### config.mk
export PLATFORM = sky130hd
export DESIGN_NAME = fb_bank_sched
export DESIGN_NICKNAME = d
export VERILOG_FILES = /design/src/rtl/fb_pkg.sv /design/src/rtl/fb_wr_addrgen.sv /design/src/rtl/fb_bank_sched.sv
export SDC_FILE = /design/constraint.sdc
export NUM_CORES = 1
export LEC_CHECK = 0
export CAP_MARGIN = 20
export CORE_ASPECT_RATIO = 2
export CORE_MARGIN = 8
export CORE_UTILIZATION = 52
export DETAILED_ROUTE_END_ITERATION = 7
export HOLD_SLACK_MARGIN = 0.12
export PLACE_DENSITY = 0.95
export SLEW_MARGIN = 5
export SYNTH_ARGS = -nofsm -noshare
export SYNTH_HDL_FRONTEND = slang
export SYNTH_HIERARCHICAL = 1
export SYNTH_SLANG_ARGS = --single-unit
### constraint.sdc
create_clock -name clk25 -period 4.5 [get_ports clk25]
set_input_delay 1.125 -clock clk25 [delete_from_list [all_inputs] [get_ports clk25]]
set_output_delay 1.125 -clock clk25 [all_outputs]
set_load 0.02 [all_outputs]
### src/rtl/fb_pkg.sv
// Shared geometry, widths and writer state encoding for the ping-pong frame buffer.
package fb_pkg;
   localparam int FB_W      = 320;
   localparam int FB_H      = 240;
   localparam int FRAME_PIX = FB_W * FB_H;
   localparam int PIX_W     = 12;
   localparam int OFF_W     = 17;
   localparam int ADDR_W    = 18;
   localparam int CNT_W     = 8;

   typedef enum logic [1:0] {
      W_IDLE  = 2'd0,
      W_WRITE = 2'd1,
      W_DONE  = 2'd2
   } wr_state_e;
endpackage

### src/rtl/fb_wr_addrgen.sv
// In-frame write offset counter: a write either uses the current offset or is forced to
// offset zero, and the counter then moves to the following pixel, wrapping after the last one.
module fb_wr_addrgen #(
   parameter int FRAME_PIX = fb_pkg::FRAME_PIX,
   parameter int OFF_W     = fb_pkg::OFF_W
) (
   input  logic             clk,
   input  logic             srst,
   input  logic             wr_i,
   input  logic             ld_zero_i,
   output logic [OFF_W-1:0] off_o,
   output logic             last_o
);
   logic [OFF_W-1:0] off_q, off_d;

   assign off_o  = ld_zero_i ? '0 : off_q;
   assign last_o = (off_o == OFF_W'(FRAME_PIX - 1));

   always_comb begin
      off_d = off_q;
      if (wr_i) begin
         off_d = last_o ? '0 : off_o + OFF_W'(1);
      end
   end

   always_ff @(posedge clk) begin
      if (srst) begin
         off_q <= '0;
      end else begin
         off_q <= off_d;
      end
   end
endmodule

### src/rtl/fb_bank_sched.sv
// Ping-pong frame-buffer scheduler: capture writes fill the back bank, VGA reads the
// front bank, and the two are exchanged only on a VGA frame start once a frame is complete.
module fb_bank_sched #(
   parameter int FRAME_PIX = fb_pkg::FRAME_PIX,
   parameter int PIX_W     = fb_pkg::PIX_W,
   parameter int OFF_W     = fb_pkg::OFF_W,
   parameter int ADDR_W    = fb_pkg::ADDR_W,
   parameter int CNT_W     = fb_pkg::CNT_W
) (
   input  logic              clk25,
   input  logic              rst_clk25,
   input  logic              wr_valid,
   input  logic              wr_sof,
   input  logic [PIX_W-1:0]  wr_data,
   input  logic              rd_frame_start,
   input  logic [OFF_W-1:0]  rd_pix_addr,
   output logic [ADDR_W-1:0] rd_addr,
   output logic              wr_en,
   output logic [ADDR_W-1:0] wr_addr,
   output logic [PIX_W-1:0]  wr_dout,
   output logic              disp_bank,
   output logic              swap_pulse,
   output logic [CNT_W-1:0]  drop_cnt,
   output logic [CNT_W-1:0]  err_cnt
);
   import fb_pkg::*;

   typedef logic [ADDR_W-1:0] addr_t;

   function automatic addr_t bank_base(input logic bank);
      return bank ? addr_t'(FRAME_PIX) : '0;
   endfunction

   wr_state_e        state_q, state_d;
   logic             disp_q, disp_d, wrb_q, wrb_d;
   logic             wr_en_q, swap_q, swap_d;
   addr_t            wr_addr_q;
   logic [PIX_W-1:0] wr_dout_q;
   logic [CNT_W-1:0] drop_q, err_q;
   logic             do_wr, ld_zero, sel_bank, drop_inc, err_inc, last;
   logic             sof;
   logic [OFF_W-1:0] off;

   assign sof = wr_valid & wr_sof;

   fb_wr_addrgen #(
      .FRAME_PIX (FRAME_PIX),
      .OFF_W     (OFF_W)
   ) u_addrgen (
      .clk       (clk25),
      .srst      (rst_clk25),
      .wr_i      (do_wr),
      .ld_zero_i (ld_zero),
      .off_o     (off),
      .last_o    (last)
   );

   always_comb begin
      state_d  = state_q;
      disp_d   = disp_q;
      wrb_d    = wrb_q;
      swap_d   = 1'b0;
      do_wr    = 1'b0;
      ld_zero  = 1'b0;
      sel_bank = wrb_q;
      drop_inc = 1'b0;
      err_inc  = 1'b0;
      case (state_q)
         W_IDLE: begin
            if (sof) begin
               do_wr   = 1'b1;
               ld_zero = 1'b1;
               state_d = W_WRITE;
            end
         end
         W_WRITE: begin
            if (sof) begin
               err_inc = 1'b1;
               do_wr   = 1'b1;
               ld_zero = 1'b1;
            end else if (wr_valid) begin
               do_wr = 1'b1;
               if (last) begin
                  state_d = W_DONE;
               end
            end
         end
         W_DONE: begin
            if (rd_frame_start) begin
               disp_d = wrb_q;
               wrb_d  = disp_q;
               swap_d = 1'b1;
               // A coincident sof goes straight into the bank that just left the display.
               if (sof) begin
                  do_wr    = 1'b1;
                  ld_zero  = 1'b1;
                  sel_bank = disp_q;
                  state_d  = W_WRITE;
               end else begin
                  state_d = W_IDLE;
               end
            end else if (sof) begin
               drop_inc = 1'b1;
               do_wr    = 1'b1;
               ld_zero  = 1'b1;
               state_d  = W_WRITE;
            end
         end
         default: state_d = W_IDLE;
      endcase
   end

   always_ff @(posedge clk25) begin
      if (rst_clk25) begin
         state_q   <= W_IDLE;
         disp_q    <= 1'b0;
         wrb_q     <= 1'b1;
         wr_en_q   <= 1'b0;
         wr_addr_q <= '0;
         wr_dout_q <= '0;
         swap_q    <= 1'b0;
         drop_q    <= '0;
         err_q     <= '0;
      end else begin
         state_q <= state_d;
         disp_q  <= disp_d;
         wrb_q   <= wrb_d;
         wr_en_q <= do_wr;
         swap_q  <= swap_d;
         if (do_wr) begin
            wr_addr_q <= bank_base(sel_bank) + addr_t'(off);
            wr_dout_q <= wr_data;
         end
         if (drop_inc && (drop_q != '1)) begin
            drop_q <= drop_q + CNT_W'(1);
         end
         if (err_inc && (err_q != '1)) begin
            err_q <= err_q + CNT_W'(1);
         end
      end
   end

   assign rd_addr    = bank_base(disp_q) + addr_t'(rd_pix_addr);
   assign wr_en      = wr_en_q;
   assign wr_addr    = wr_addr_q;
   assign wr_dout    = wr_dout_q;
   assign disp_bank  = disp_q;
   assign swap_pulse = swap_q;
   assign drop_cnt   = drop_q;
   assign err_cnt    = err_q;
endmodule

==> results.md <==
- Syn Inst Count: 445
- Inst Count DP: 592
- Worst Path Max Fanout: 2
- Internal power: 1.090 mW
- Sequential share of power: 44.0%
- CP startpoint: rd_pix_addr[10]
- CTS tree: yes
- Port buffer count: 80
- # rows: 43
- Library cells used by synthesis: 57
- Slew headroom: 42.79%
- Most used DFF post-synth: dfxtp_1
- Die extent in x: 74.83 um
- Synth Cell Area: 0.003600 mm^2
- Worst path required time: 3380 ps
- Die H: 133.7 um
- Detailed Route Iter0 Violations: 250
- Layout cell share with drive strength beyond 1: 7.529%
- Sw Share: 24.34%
- Hold path start: wr_addr[14]$_SDFFE_PP0P_
- # diodes: 0
- Root Driver: clkbuf_16
- Worst-path clk slew: 50 ps
- Post-synthesis net count: 492
- Depth of the worst hold-timing path: 2
- Max Slew Vio Count: 0
- Minimum clock period: 4391 ps
- Fmax: 0.2277 GHz
- Clock skew: 6.842 ps
- Actual slew at the worst max-slew pin: 858.2 ps
- Worst hold path type: flop to flop
- VDD IR-drop max: 0.0003000 V
- Most common cell after layout, fill and taps aside: clkdlybuf4s50_1
- Non-Filler Instances: 608
- Dpl hpwl: 6.383 mm
- Setup WS post-layout: 109.0 ps
- RSZ-0062 raised after global routing: false
- First-pass GRT wire length: 15.37 mm
- Syn. warnings: 6
- GRT Overall Usage: 19.36%
- P_leak: 1.754 nW
- Maximum capacitance violations: 0
- Crit share post-route: 97.58%
- Worst r2r src: state_q[0]$_SDFFE_PP0P_
- Post-synth EDFFs: 0
- Critical Setup Path Class: input pin to output pin
- Hold_buf cts: 0
- Clk Latency, worst-skew pair: 340 ps
- Synth area leaders: dfxtp_1 38%, nand2_1 7.7%, a21oi_1 6.4%
- Top cell type's share of synthesized area: 38.37%
- Clk network pwr share: 45.7%
- Nets: 560
- NetSw: 0.3505 mW
- Power Density: 307.7 mW/mm^2
- Hold Path End: wr_addr[14]$_SDFFE_PP0P_
- Routed WL per cell: 15.38 um
- Die area: 0.01000 mm^2
- Initial Utilization: 52.68%
- Worst setup EP type: output pin
- Setup TNS: 0 ps
- Synth area leader: dfxtp_1
- Vias in the first global route: 3332
- Post-synthesis register bit count: 69
- Area grow syn2layout: 30.00%
- Status: completed
- Remaining DRCs: 0
- Seq/Total Area, Yosys: 38.37%
- Post-Route WL: 9.352 mm
- Clk sink count: 69
- Tot Pwr: 1.440 mW
- Number of setup violations in the final report: 0
- FFs w/ async S/R, synth: 0%
- Placer Congestion: 0.8279
- Reg2reg end: state_q[0]$_SDFFE_PP0P_
- DR pass1 iterations: 4
- Clock tree buffer depth: 2
- Synthesized area per cell: 8.089 um^2
- Endpoints failing hold: 0
- Routed Antenna Nets: 0
- FF-to-FF setup slack: 1800 ps
- Gr ovfl total: 0
- Largest net degree at the start of global routing: 50
- DR vias: 3421
- DR vias/cell: 5.627
- # H-tree levels: 3
- Most frequent cells in the layout: 78 x clkdlybuf4s50_1, 74 x nand2_1, 69 x dfxtp_1
- WP data arrival: 3270 ps
- Register-to-Register Path Depth: 11
- I/O pins: 101
- Total CTS buffers: 9
- Startpoint Class: input pin
- Comb pwr share: 10.3%
- Core ar.: 0.006833 mm^2
- Worst slack, placed: 77.05 ps
- Antenna violations before repair: 0
## worst max-delay path, cell delays in order
cell and delay, ps:
clkdlybuf4s50_1 460, ha_1 180, inv_1 70, fa_1 410, nor2_1 170, nor2_1 80
xnor2_1 130, clkdlybuf4s50_1 640
## state kept, by name, indices dropped and copies added, names as in the netlist
register         flops
u_addrgen/off_q     17
swap_pulse           1
wrb_q                1
state_q              2
wr_dout             12
wr_en                1
disp_bank            1
drop_cnt             8
err_cnt              8
wr_addr             18
## per-stage QoR
step	cell area, um^2	utilization (%)	hold WS (ps)
floorplan	3600	-	458.0
global placement	4398	64.37	441.2
detailed placement	4398	64.37	448.4
CTS	4677	68.45	454.2
global route	4679	68.49	467.3
finish	4679	68.49	450.8
## Yosys cell counts (10+ instances only)
cell type / instances
nor2_1: 41
nor2b_1: 16
ha_1: 11
a21oi_1: 46
clkbuf_1: 13
xnor2_1: 10
nand3_1: 15
nand2_1: 74
inv_1: 14
o21ai_0: 14
dfxtp_1: 69
buf_4: 10
## power groups by stage
stage                     Sequential, mW  Clock, mW  Combinational (mW)
after global routing               0.636      0.687               0.161
after detailed placement           0.647          0               0.148
after floorplan                    0.660          0              0.0804
after global placement             0.646          0               0.144
after CTS                          0.634      0.663               0.150
final                              0.634      0.657               0.149
## kinds of logic (layout without fill, tap and decap cells)
| logic type | after synthesis | after routing | share of synthesized area [%] |
|---|---|---|---|
| and+or+nand+nor | 202 | 202 | 28.85 |
| buffers and inverters | 45 | 118 | 6.083 |
| adders and majority gates | 13 | 13 | 4.936 |
| AOI/OAI and AO/OA | 94 | 94 | 16.13 |
| xor gates and xnor gates | 14 | 14 | 3.406 |
| muxes | 8 | 8 | 2.225 |
| DFF | 69 | 69 | 38.37 |
## cell type report
cell class,count,area [um^2]
Fill cell,535,2153
Multi-Input combinational cell,331,1999
Sequential cell,69,1381
Timing Repair Buffer,87,850.8
Clock buffer,12,256.5
Tap cell,90,112.6
Inverter,15,56.30
Clock inverter,4,22.52
## how the worst max path moves through the flow
| stage | end | cells after the start | slack [ps] |
|---|---|---|---|
| floorplan | rd_addr[16] | 6 | 1040 |
| global placement | rd_addr[16] | 8 | 150 |
| detailed placement | rd_addr[16] | 8 | 80 |
| CTS | rd_addr[16] | 8 | 40 |
| global route | rd_addr[14] | 8 | 50 |
| finish | rd_addr[14] | 8 | 110 |
## routing by layer
layer | track usage, % | vias up | part of all wire (%)
li1 | - | 1686 | -
met1 | 20.53 | 1597 | 38
met2 | 31.72 | 113 | 50
met3 | 7.229 | 25 | 9.2
met4 | 9.780 | 0 | 2.9
met5 | 0 | - | 0
## repair_timing
item                                    CTS  global route
resized for setup                         0             1
setup buffers                             0             0
endpoints found under the setup margin    0             1
Power figures use the tool's default switching activity.
